--- src/rtl/ram_port_arbiter.sv ---
// ram_port_arbiter
//   Shares port A of the banked dual-port RAM between two requesters (m0, m1).
//   Arbitration is round-robin. A winner may lock the port for a burst of up to
//   MAX_HOLD consecutive grants. The winner's command is muxed onto the RAM port.
//   Read data comes back to the winner one cycle after its read was granted.
//
// Ports
//   clka, rsta               clock shared with RAM port A; synchronous active-high reset
//   mX_req/we/lock/addr/wdata command from requester X, held stable until mX_gnt
//   mX_gnt                   command accepted this cycle (combinational)
//   mX_rvalid, mX_rdata      read return, one cycle after a granted read
//   ram_en/we/addr/din       command to RAM port A (combinational mux of the winner)
//   ram_dout                 RAM read data, valid one cycle after a read enable
module ram_port_arbiter #(
  parameter int ADDR_WIDTH = 5,
  parameter int DATA_WIDTH = 8,
  parameter int MAX_HOLD   = 4
) (
  input  logic                  clka,
  input  logic                  rsta,
  input  logic                  m0_req,
  input  logic                  m0_we,
  input  logic                  m0_lock,
  input  logic [ADDR_WIDTH-1:0] m0_addr,
  input  logic [DATA_WIDTH-1:0] m0_wdata,
  output logic                  m0_gnt,
  output logic                  m0_rvalid,
  output logic [DATA_WIDTH-1:0] m0_rdata,
  input  logic                  m1_req,
  input  logic                  m1_we,
  input  logic                  m1_lock,
  input  logic [ADDR_WIDTH-1:0] m1_addr,
  input  logic [DATA_WIDTH-1:0] m1_wdata,
  output logic                  m1_gnt,
  output logic                  m1_rvalid,
  output logic [DATA_WIDTH-1:0] m1_rdata,
  output logic                  ram_en,
  output logic                  ram_we,
  output logic [ADDR_WIDTH-1:0] ram_addr,
  output logic [DATA_WIDTH-1:0] ram_din,
  input  logic [DATA_WIDTH-1:0] ram_dout
);

  localparam int   CNT_W   = $clog2(MAX_HOLD + 1);
  // A burst of one grant is no burst at all, so lock has no effect then.
  localparam logic LOCK_EN = (MAX_HOLD > 1);

  typedef enum logic [1:0] {
    ST_ARB   = 2'd0,
    ST_HOLD0 = 2'd1,
    ST_HOLD1 = 2'd2
  } st_t;

  st_t              r_st, w_st_nxt;
  logic             r_last, w_last_nxt;
  logic [CNT_W-1:0] r_hold_cnt, w_hold_cnt_nxt;
  logic             w_gnt0, w_gnt1;
  logic             w_any_gnt;
  logic             w_lock_win;
  logic             r_rvalid0, r_rvalid1;

  // State register
  always_ff @(posedge clka) begin
    if (rsta) begin
      r_st       <= ST_ARB;
      r_last     <= 1'b1;          // m0 wins the first tie
      r_hold_cnt <= '0;
    end else begin
      r_st       <= w_st_nxt;
      r_last     <= w_last_nxt;
      r_hold_cnt <= w_hold_cnt_nxt;
    end
  end

  // Grant decode (output logic of the FSM); no grant at all while in reset
  always_comb begin
    w_gnt0 = 1'b0;
    w_gnt1 = 1'b0;
    if (!rsta) begin
      case (r_st)
        ST_ARB: begin
          if (m0_req && m1_req) begin
            // Tie goes to the requester that did not win last time
            w_gnt0 = r_last;
            w_gnt1 = !r_last;
          end else begin
            w_gnt0 = m0_req;
            w_gnt1 = m1_req;
          end
        end
        // The holder owns the port; the other side waits even if the holder is idle
        ST_HOLD0: w_gnt0 = m0_req;
        ST_HOLD1: w_gnt1 = m1_req;
        default: ;
      endcase
    end
  end

  assign w_any_gnt  = w_gnt0 | w_gnt1;
  assign w_lock_win = w_gnt0 ? m0_lock : m1_lock;

  // Next-state logic
  always_comb begin
    w_st_nxt       = r_st;
    w_last_nxt     = r_last;
    w_hold_cnt_nxt = r_hold_cnt;
    case (r_st)
      ST_ARB: begin
        if (w_any_gnt) begin
          w_last_nxt = w_gnt1;
          if (w_lock_win && LOCK_EN) begin
            w_st_nxt       = w_gnt1 ? ST_HOLD1 : ST_HOLD0;
            w_hold_cnt_nxt = CNT_W'(1);
          end
        end
      end
      ST_HOLD0, ST_HOLD1: begin
        // r_last already names the holder, so leaving hands the next tie to the other side
        if (!w_any_gnt || !w_lock_win || (r_hold_cnt == CNT_W'(MAX_HOLD - 1))) begin
          w_st_nxt       = ST_ARB;
          w_hold_cnt_nxt = '0;
        end else begin
          w_hold_cnt_nxt = r_hold_cnt + CNT_W'(1);
        end
      end
      default: begin
        w_st_nxt       = ST_ARB;
        w_hold_cnt_nxt = '0;
      end
    endcase
  end

  // Read-return tracking; reset drops any pending return
  always_ff @(posedge clka) begin
    if (rsta) begin
      r_rvalid0 <= 1'b0;
      r_rvalid1 <= 1'b0;
    end else begin
      r_rvalid0 <= w_gnt0 & ~m0_we;
      r_rvalid1 <= w_gnt1 & ~m1_we;
    end
  end

  // RAM command mux, zeroed when nobody is granted
  always_comb begin
    ram_we   = 1'b0;
    ram_addr = '0;
    ram_din  = '0;
    if (w_gnt0) begin
      ram_we   = m0_we;
      ram_addr = m0_addr;
      ram_din  = m0_wdata;
    end else if (w_gnt1) begin
      ram_we   = m1_we;
      ram_addr = m1_addr;
      ram_din  = m1_wdata;
    end
  end

  assign ram_en    = w_any_gnt;
  assign m0_gnt    = w_gnt0;
  assign m1_gnt    = w_gnt1;
  assign m0_rvalid = r_rvalid0;
  assign m1_rvalid = r_rvalid1;
  assign m0_rdata  = ram_dout;
  assign m1_rdata  = ram_dout;

endmodule

--- config.mk ---
export PLATFORM = sky130hd
export DESIGN_NAME = ram_port_arbiter
export DESIGN_NICKNAME = d
export VERILOG_FILES = /design/src/rtl/ram_port_arbiter.sv
export SDC_FILE = /design/constraint.sdc
export NUM_CORES = 1
export LEC_CHECK = 0
export CAP_MARGIN = 20
export CORE_MARGIN = 1
export CORE_UTILIZATION = 29
export CTS_CLUSTER_SIZE = 25
export DETAILED_ROUTE_END_ITERATION = 8
export PLACE_DENSITY = 0.8
export SYNTH_ARGS = -nofsm -noshare
export SYNTH_HDL_FRONTEND = slang
export SYNTH_SLANG_ARGS = --single-unit
--- constraint.sdc ---
create_clock -name clka -period 2.5 [get_ports clka]
set_input_delay 0.5 -clock clka [delete_from_list [all_inputs] [get_ports clka]]
set_output_delay 0.5 -clock clka [all_outputs]
set_load 0.005 [all_outputs]
==> results of run 1 <==
[through the flow]
stage	instances	cell area, sq um
floorplan	90	758
global placement	165	1270
detailed placement	165	1270
CTS	184	1440
global route	183	1440
finish	183	1440
[power by group]
| group | leakage (nW) | switching, mW | internal [mW] |
|---|---|---|---|
| Sequential | 0.0664 | 0.00817 | 0.134 |
| Clock | 0.0138 | 0.0515 | 0.0554 |
| Combinational | 0.576 | 0.0929 | 0.156 |
| Total | 0.656 | 0.153 | 0.346 |
[area by class of cell]
cell class              count  share of cell area (%)
repair buffers             80                    48.2
multi-input cells          57                    34.7
flip-flops and latches      8                    11.5
well taps                  30                    2.60
clock buffers               3                    1.56
inverters                   5                    1.48
[logic make-up (layout without fill, tap and decap cells)]
kind of cell | count (synthesis) | in the layout | share of synthesized area (%)
AOI/OAI and AO/OA | 23 | 23 | 24.6
adders and majority gates | 6 | 6 | 9.90
buffers and inverters | 26 | 88 | 21.9
DFF | 8 | 8 | 21.1
muxes | 2 | 2 | 2.81
and+or+nand+nor | 25 | 26 | 19.6
[sequential cells by signal (all words and copies together) (netlist names)]
signal,count
r_hold_cnt,3
r_st,2
m0_rvalid,1
m1_rvalid,1
r_last,1
[cell usage after synthesis (all sizes together) (2+ instances only)]
cell and count:
a22o 14, clkbuf 3, nand3 8, a31oi 2, nand4 2, dfxtp 8, ha 6, buf 18
inv 5, nor2b 2, nor2 6, a21oi 3
[timing repair]
action	CTS	global route
buffers inserted	14	0
pin swaps	7	7
endpoints found under the hold margin	0	0
endpoints found under the setup margin	17	17
cloned	3	0
gates resized for setup	49	24
[critical path, delay by kind of cell (launching register included)]
kind / cells / cell delay (ns)
AOI/OAI and AO/OA: 2 / 0.42
buffers and inverters: 4 / 0.62
DFF: 1 / 0.38
adders and majority gates: 1 / 0.18
and+or+nand+nor: 1 / 0.06
[worst paths after layout]
kind	slack (ns)	depth (start not counted)	end
hold / removal	0.46	2	r_hold_cnt[2]
setup / recovery	0.07	8	ram_we
setup reg to reg	0.27	11	r_hold_cnt[2]
hold reg to reg	0.46	2	r_hold_cnt[2]
[metal layers]
layer	vias to the layer above	GRT usage [%]	part of all wire, %
li1	441	-	-
met1	431	21.7	37
met2	38	47.3	57
met3	11	4.31	5.1
met4	0	7.89	1.3
met5	-	0	0
==> out/qor.yml, run 1 <==
drt:
  ant_nets: 0
  routed_wl_um: 2900
  drt-initial-drc-count: 12
  vias: 921
  remaining_drc_errors: 0
  wl_per_cell_um: 15.9
  dr.pass1.iters: 4
  via_per_inst: 5.03
clock_tree:
  cts_inserted_buffers: 3
  hold_buffers: 0
  cts.sinks: 8
  htreeDepth: 1
  clock_latency_ns: 0.26
  clk_pin_slew_worst_paths_ns: 0.07
  root_buffer: "clkbuf_4"
  cts.path.max_buffers: 2
  cts_tree: "built"
sta:
  final-max-slew-violation-count: 0
  timing.fmax_ghz: 0.411
  setup_violations: 0
  slew_headroom_pct: 83.5
  worst_pin_slew_ns: 0.241
  clock_skew_ns: 0.00615
  fin_ws_ns: 0.0686
  fin_crit_sh_pct: 97.3
  finalHoldViolations: 0
  final.setup.tns_ns: 0
  final.min_clock_period_ns: 2.43
  holdWs_ns: 0.462
cells_and_area:
  final_cell_mix: "clkdlybuf4s50_1 (32), buf_4 (23), a22o_1 (14), nand3_1 (8), dlygate4sd2_1 (7)"
  synthToLayoutAreaGrowth_pct: 90.1
  final_common_cell: "clkdlybuf4s50_1"
  multiInputGateArea_sq_um: 500
  diodes: 0
  nets: 203
  fin_util_pct: 58.2
  seq_area_sq_um: 165
  drive_gt1_share_pct: 35.3
  fillers: 235
logic_synthesis:
  avgSynthCellArea_sq_um: 8.42
  yosys_warnings: 0
  yosysTopAreaCell: "dfxtp_1"
  ys_async_sr_fraction_pct: 0
  synth_seq_area_share_pct: 21.1
  yosysUniqueCellTypes: 27
  synth_edf_count: 0
  synth_area_leaders: "dfxtp_1 (21%), a22o_1 (16%), buf_4 (16%)"
  synth_top_area_share_pct: 21.1
  synth_nets: 138
  synthFlopType: "dfxtp_1"
  synth_cells: 90
  synth-seq-cells: 8
  syn-cell-area_sq_um: 758
global_routing:
  antenna_found_initial: 0
  grt_pass1_vias: 1005
  grtUsageTotal_pct: 22.9
  grt_first_pass_wirelength_um: 4550
  grt_max_degree: 11
  grt_overflow: 0
floorplanning:
  io_pins: 77
  die_h_um: 53.1
  die_area_sq_mm: 0.00282
  placeableCoreArea_sq_mm: 0.00248
  start_util_pct: 30.6
  rows: 18
  die_w_um: 53.1
setup_path:
  r2r_start: "r_st[1]"
  crit_top_cell: "buf_4"
  slowest_delay_ns: 0.38
  cp_data_required_time_ns: 2.00
  start_kind: "flip-flop"
  startpoint: "r_st[0]"
  end_kind: "primary output"
  worstPathArrival_ns: 1.93
  cp_max_fo: 7
  worstSetupPathType: "reg -> out"
  crit_path_cell_trace: "inv_4 -> buf_4 -> ha_2 -> o211ai_1 -> buf_4 -> nor2_4 -> a22o_1 -> dlygate4sd2_1"
  cpMaxStageDelayCell: "dfxtp_4"
place:
  place.gp.congestion: 0.795
  io_buffers: 52
  place_ws_ns: -0.781
  hpwl_um: 2020
power:
  peakVddDrop_v: 0.000200
  leakage_nw: 0.656
  power.total_mw: 0.498
  powerDensity_mw_per_mm2: 346
min_path:
  hold_path_class: "reg -> reg"
  hold_start: "r_hold_cnt[2]"
flow_run:
  maxCapViolCount: 0
run_status:
  status: "completed"
Note: power is estimated with default switching activity, not from simulation.
==> inputs of run 2 (changes only) <==
CORE_UTILIZATION = 26   (was 29)
PLACE_DENSITY = 0.76   (was 0.8)
clock period = 2 ns   (was 2.5 ns; I/O delays follow)
==> run 2 against run 1 <==
The flow now finishes with violations (negative setup slack). Hold slack improved by 0.0094 ns. Global-route usage fell by 4.7 points. Critical path depth did not move. Combinational power rose by 23%. Cell area rose by 0.78%. Clock skew fell by 0.0028 ns. Power rose by 20%. Non-clock buffer count did not move. Clock power rose by 7%.
==> out/qor.yml, run 2 (same netlist as run 1, synthesis figures left out) <==
cells_and_area:
  drive_gt1_share_pct: 42.1
  regMostFlops: "r_hold_cnt"
  final_cells: 183
  diodes: 0
  final_cell_area_sq_mm: 0.00145
  nets: 202
  synthToLayoutAreaGrowth_pct: 91.6
  fillers: 257
  final_common_cell: "clkdlybuf4s50_1"
  largest_register_ffs: 3
  reg_top3: "r_hold_cnt (3), r_st (2)"
  final_cell_mix: "clkdlybuf4s50_1 (32), buf_4 (20), a22o_1 (14), buf_2 (12), buf_6 (9)"
setup_path:
  crit_buf_inv: 3
  end_kind: "primary output"
  cpMaxStageDelayCell: "nor4b_4"
  cp_max_fo: 13
  worstSetupPathType: "reg -> out"
  r2r_start: "r_st[0]"
  r2r-end: "r_hold_cnt[2]"
  slowest_delay_ns: 0.44
  crit_path_cell_trace: "inv_4 -> ha_4 -> nor2_2 -> nor4b_4 -> nor2_4 -> buf_4 -> a22o_1 -> buf_2"
  start_kind: "flip-flop"
  cp_top_family: "simple AND/OR/NAND/NOR gates"
  worstPathArrival_ns: 1.91
  cp_data_required_time_ns: 1.60
  r2r_slack_ns: -0.10
  rr_worst_depth: 9
floorplanning:
  die_area_sq_mm: 0.00314
  io_pins: 77
  start_util_pct: 27.5
  die_w_um: 56
  rows: 19
  die_h_um: 56
  placeableCoreArea_sq_mm: 0.00276
global_routing:
  met1_usage_pct: 17.0
  grtUsageTotal_pct: 18.1
  antenna_found_initial: 0
  grt_first_pass_wirelength_um: 4490
  grt_overflow: 0
  grt_pass1_vias: 1003
  use_met2_pct: 35.2
  grtUsageMet3_pct: 6.74
  grt_max_degree: 15
  grt_busiest_layer: "met2"
drt:
  via_per_inst: 5.16
  ant_nets: 0
  remaining_drc_errors: 0
  vias: 944
  drt-initial-drc-count: 33
  wl_per_cell_um: 15.6
  dr.pass1.iters: 4
  routed_wl_um: 2850
place:
  post-place-cells: 165
  io_buffers: 52
  place.gp.congestion: 0.835
  hpwl_um: 2080
  placed_area_sq_mm: 0.00127
sta:
  finalHoldViolations: 0
  fin_crit_sh_pct: 116
  final-max-slew-violation-count: 0
  slew_headroom_pct: 72.1
  final.min_clock_period_ns: 2.31
  setup_violations: 21
  fin_ws_ns: -0.314
  worst_pin_slew_ns: 0.417
  timing.fmax_ghz: 0.432
  rsz0062_at_grt: "yes"
  clock_skew_ns: 0.00330
run_status:
  status: "finished, violations left"
  violations: "negative setup slack"
clock_tree:
  cts_tree: "built"
  hold_buffers: 0
  cts.path.max_buffers: 2
  root_buffer: "clkbuf_4"
  clk_pin_slew_worst_paths_ns: 0.05
  htreeDepth: 1
  clock_latency_ns: 0.24
  cts.sinks: 8
  cts_inserted_buffers: 3
min_path:
  hold_start: "r_hold_cnt[1]"
  holdPathStages: 2
  hold_path_class: "reg -> reg"
  hold_path_end: "r_hold_cnt[1]"
power:
  leakage_nw: 0.651
  peakVddDrop_v: 0.000352
  powerDensity_mw_per_mm2: 413
flow_run:
  maxCapViolCount: 0
run 2: changes by cell type in the layout (fill, tap and decap cells not counted), moves of 3 or more:
cell	change
buf_2	+8
buf_6	+5
dlygate4sd2_1	-4
buf_4	-3
clkbuf_2	-3
clkdlybuf4s15_1	-3
run 2: worst min-delay path, stage by stage, from the launching register on:
cell and delay (ns):
dfxtp_1 0.31, nand3_1 0.06, a21oi_1 0.05
run 2: how the worst max path moves through the flow:
| stage | slack (ns) | to | from | cells past startpoint |
|---|---|---|---|---|
| after floorplan | 0.01 | ram_addr[0] | r_st[0] | 8 |
| after global placement | -0.77 | ram_din[4] | rsta | 6 |
| after detailed placement | -0.84 | ram_addr[1] | rsta | 6 |
| after CTS | -0.38 | ram_din[1] | r_st[0] | 9 |
| after global routing | -0.41 | ram_addr[0] | r_st[0] | 8 |
| final | -0.31 | ram_addr[0] | r_st[0] | 8 |
run 2: where the power goes:
part	leakage, nW	switching [mW]	total, mW	internal (mW)
logic	0.571	0.116	0.307	0.191
registers	0.0664	0.0101	0.178	0.168
clock network	0.0138	0.0469	0.115	0.0681
run 2: stage by stage:
stage	setup slack, ns	util, %	power, mW	TNS (ns)	hold slack, ns
final	-0.314	52.7	0.600	-3.80	0.471
after detailed placement	-0.844	46.2	0.443	-15.92	0.472
after global routing	-0.409	52.7	0.641	-5.90	0.502
after global placement	-0.768	46.2	0.435	-14.22	0.455
after floorplan	0.0129	-	0.303	0	0.441
after CTS	-0.382	51.8	0.595	-4.67	0.480
run 2: layer usage:
layer / part of all wire, % / up-vias / wire length, um
met3: 11 / 10 / 314
li1: - / 443 / -
met4: 3.1 / 0 / 88
met1: 33 / 432 / 946
met2: 53 / 59 / 1500
met5: 0 / - / 0
run 2: area by class of cell:
cell class	count	area, sq um	share of cell area, %
Inverter	5	23.8	1.64
Tap cell	31	38.8	2.67
Clock buffer	3	22.5	1.55
Sequential cell	8	165	11.4
Multi-Input combinational cell	56	518	35.7
Timing Repair Buffer	80	684	47.1
run 2: what timing repair did:
item                                    in CTS  in global routing
resized for setup                           80                 21
setup buffers                               12                  8
pin swaps                                    5                  4
endpoints found under the setup margin      22                 23
gates cloned                                 1                  0
==> inputs of run 3 (changes only) <==
PLACE_DENSITY = 0.86   (was 0.76)
==> run 3 against run 2 <==
The flow still finishes with violations (negative setup slack). Highest routed layer unchanged. Critical path type unchanged. Maximum frequency is 1.7% lower. Routed wire length is 28% higher. Register-to-register slack got worse by 0.22 ns. First-iteration DRC count decreased by 6.1%. Non-clock buffer count grew 3. Core utilization is 4.6 points higher.
==> out/qor.yml, run 3 (same netlist as run 1, synthesis figures left out) <==
clock_tree:
  clock_latency_ns: 0.25
  cts.path.max_buffers: 2
  cts_tree: "built"
  root_buffer: "clkbuf_4"
  hold_buffers: 0
  cts.sinks: 8
  cts_inserted_buffers: 3
  clk_pin_slew_worst_paths_ns: 0.05
  htreeDepth: 1
sta:
  final-max-slew-violation-count: 0
  rsz0062_at_grt: "yes"
  worst_pin_slew_ns: 0.372
  fin_ws_ns: -0.355
  timing.fmax_ghz: 0.425
  setup_violations: 23
  final.min_clock_period_ns: 2.36
  fin_crit_sh_pct: 118
  finalHoldViolations: 0
  slew_headroom_pct: 75.1
  clock_skew_ns: 0.00479
power:
  pwr-share-clk_pct: 18.0
  peakVddDrop_v: 0.000340
  p_int_mw: 0.454
  combPwrFrac_pct: 54.8
  powerDensity_mw_per_mm2: 418
  leakage_nw: 0.691
  pwr-share-seq_pct: 27.3
  switching_power_mw: 0.206
  sw_frac_of_total_pct: 31.2
setup_path:
  r2r-end: "r_hold_cnt[0]"
  worstSetupPathType: "reg -> out"
  rr_worst_depth: 13
  start_kind: "flip-flop"
  end_kind: "primary output"
  cp_max_fo: 3
  r2r_start: "r_st[0]"
  r2r_slack_ns: -0.32
  cp_data_required_time_ns: 1.60
  worstPathArrival_ns: 1.96
cells_and_area:
  synthToLayoutAreaGrowth_pct: 108
  fin_util_pct: 57.3
  diodes: 0
  fillers: 212
  nets: 205
  final_cell_mix: "clkdlybuf4s50_1 (32), buf_6 (15), buf_2 (15), buf_4 (15), a22o_1 (14)"
  final_common_cell: "clkdlybuf4s50_1"
  final_cells: 186
  drive_gt1_share_pct: 49.7
  reg_top3: "r_hold_cnt (3), r_st (2)"
  regMostFlops: "r_hold_cnt"
  final_cell_area_sq_mm: 0.00158
  largest_register_ffs: 3
drt:
  wl_per_cell_um: 19.7
  top_layer_used: "met4"
  remaining_drc_errors: 0
  wl_met2_um: 1850
  ant_nets: 0
  wl_met3_um: 378
  via_per_inst: 5.55
  routed_wl_um: 3660
  dr.pass1.iters: 4
  vias: 1032
  drt-initial-drc-count: 31
  wirelength_met1_um: 1150
min_path:
  hold_path_end: "r_hold_cnt[1]"
  hold_path_class: "reg -> reg"
  holdPathStages: 2
  hold_start: "r_hold_cnt[1]"
floorplanning:
  die_w_um: 56
  io_pins: 77
  placeableCoreArea_sq_mm: 0.00276
  die_h_um: 56
  rows: 19
  start_util_pct: 27.5
  die_area_sq_mm: 0.00314
global_routing:
  grt_first_pass_wirelength_um: 5570
  antenna_found_initial: 0
  grt_overflow: 0
  grt_pass1_vias: 1133
  grt_max_degree: 11
  grtUsageTotal_pct: 23.3
place:
  place.gp.congestion: 0.825
  hpwl_um: 2080
  post-place-cells: 167
  place_ws_ns: -0.813
  placed_area_sq_mm: 0.00129
  io_buffers: 52
run_status:
  status: "finished, violations left"
  violations: "negative setup slack"
flow_run:
  maxCapViolCount: 0
## run 3: layout make-up
class	count	area, sq um	share of cell area [%]
inverters	5	23.8	1.50
repair buffers	83	758	48.0
multi-input cells	56	572	36.2
clock buffers	3	22.5	1.43
well taps	31	38.8	2.45
flip-flops and latches	8	165	10.5
## run 3: worst max-delay path by stage
stage / startpoint / endpoint / slack [ns]
floorplan: r_st[0] / ram_addr[0] / 0.01
global placement: m0_req / ram_din[4] / -0.71
detailed placement: m0_req / ram_din[4] / -0.81
CTS: r_st[0] / ram_din[1] / -0.45
global route: r_st[0] / ram_din[4] / -0.44
finish: r_st[0] / ram_din[4] / -0.36
## run 3: repair_timing
action	CTS	global route
pin swaps	20	16
endpoints found under the setup margin	22	23
gates resized for setup	112	11
setup buffers	17	0
cloned	2	0
## run 3: through the flow
step | hold slack (ns) | total power, mW | setup TNS [ns]
after floorplan | 0.441 | 0.303 | 0
after global placement | 0.450 | 0.439 | -12.50
after detailed placement | 0.473 | 0.448 | -14.19
after CTS | 0.474 | 0.637 | -6.20
after global routing | 0.494 | 0.696 | -8.25
final | 0.481 | 0.660 | -6.07
## run 3: worst max-delay path, cell delays in order, from the launching register on
cell	delay (ns)
dfxtp_4	0.38
inv_4	0.04
ha_4	0.17
a21boi_4	0.14
o211ai_1	0.29
nor2_4	0.09
buf_6	0.13
buf_6	0.11
a22o_1	0.20
buf_2	0.14
## run 3: power by group through the flow
stage	clock network (mW)	logic (mW)	registers (mW)
6_report	0.119	0.362	0.180
5_1_grt	0.136	0.380	0.181
4_1_cts	0.120	0.340	0.177
3_5_place_dp	0	0.270	0.177
3_3_place_gp	0	0.263	0.177
2_1_floorplan	0	0.126	0.177
## run 3: per-layer routing
layer	vias to the layer above	GRT usage [%]
met1	473	20.0
li1	445	-
met3	29	8.60
met5	-	0
met2	85	45.6
met4	0	12.5
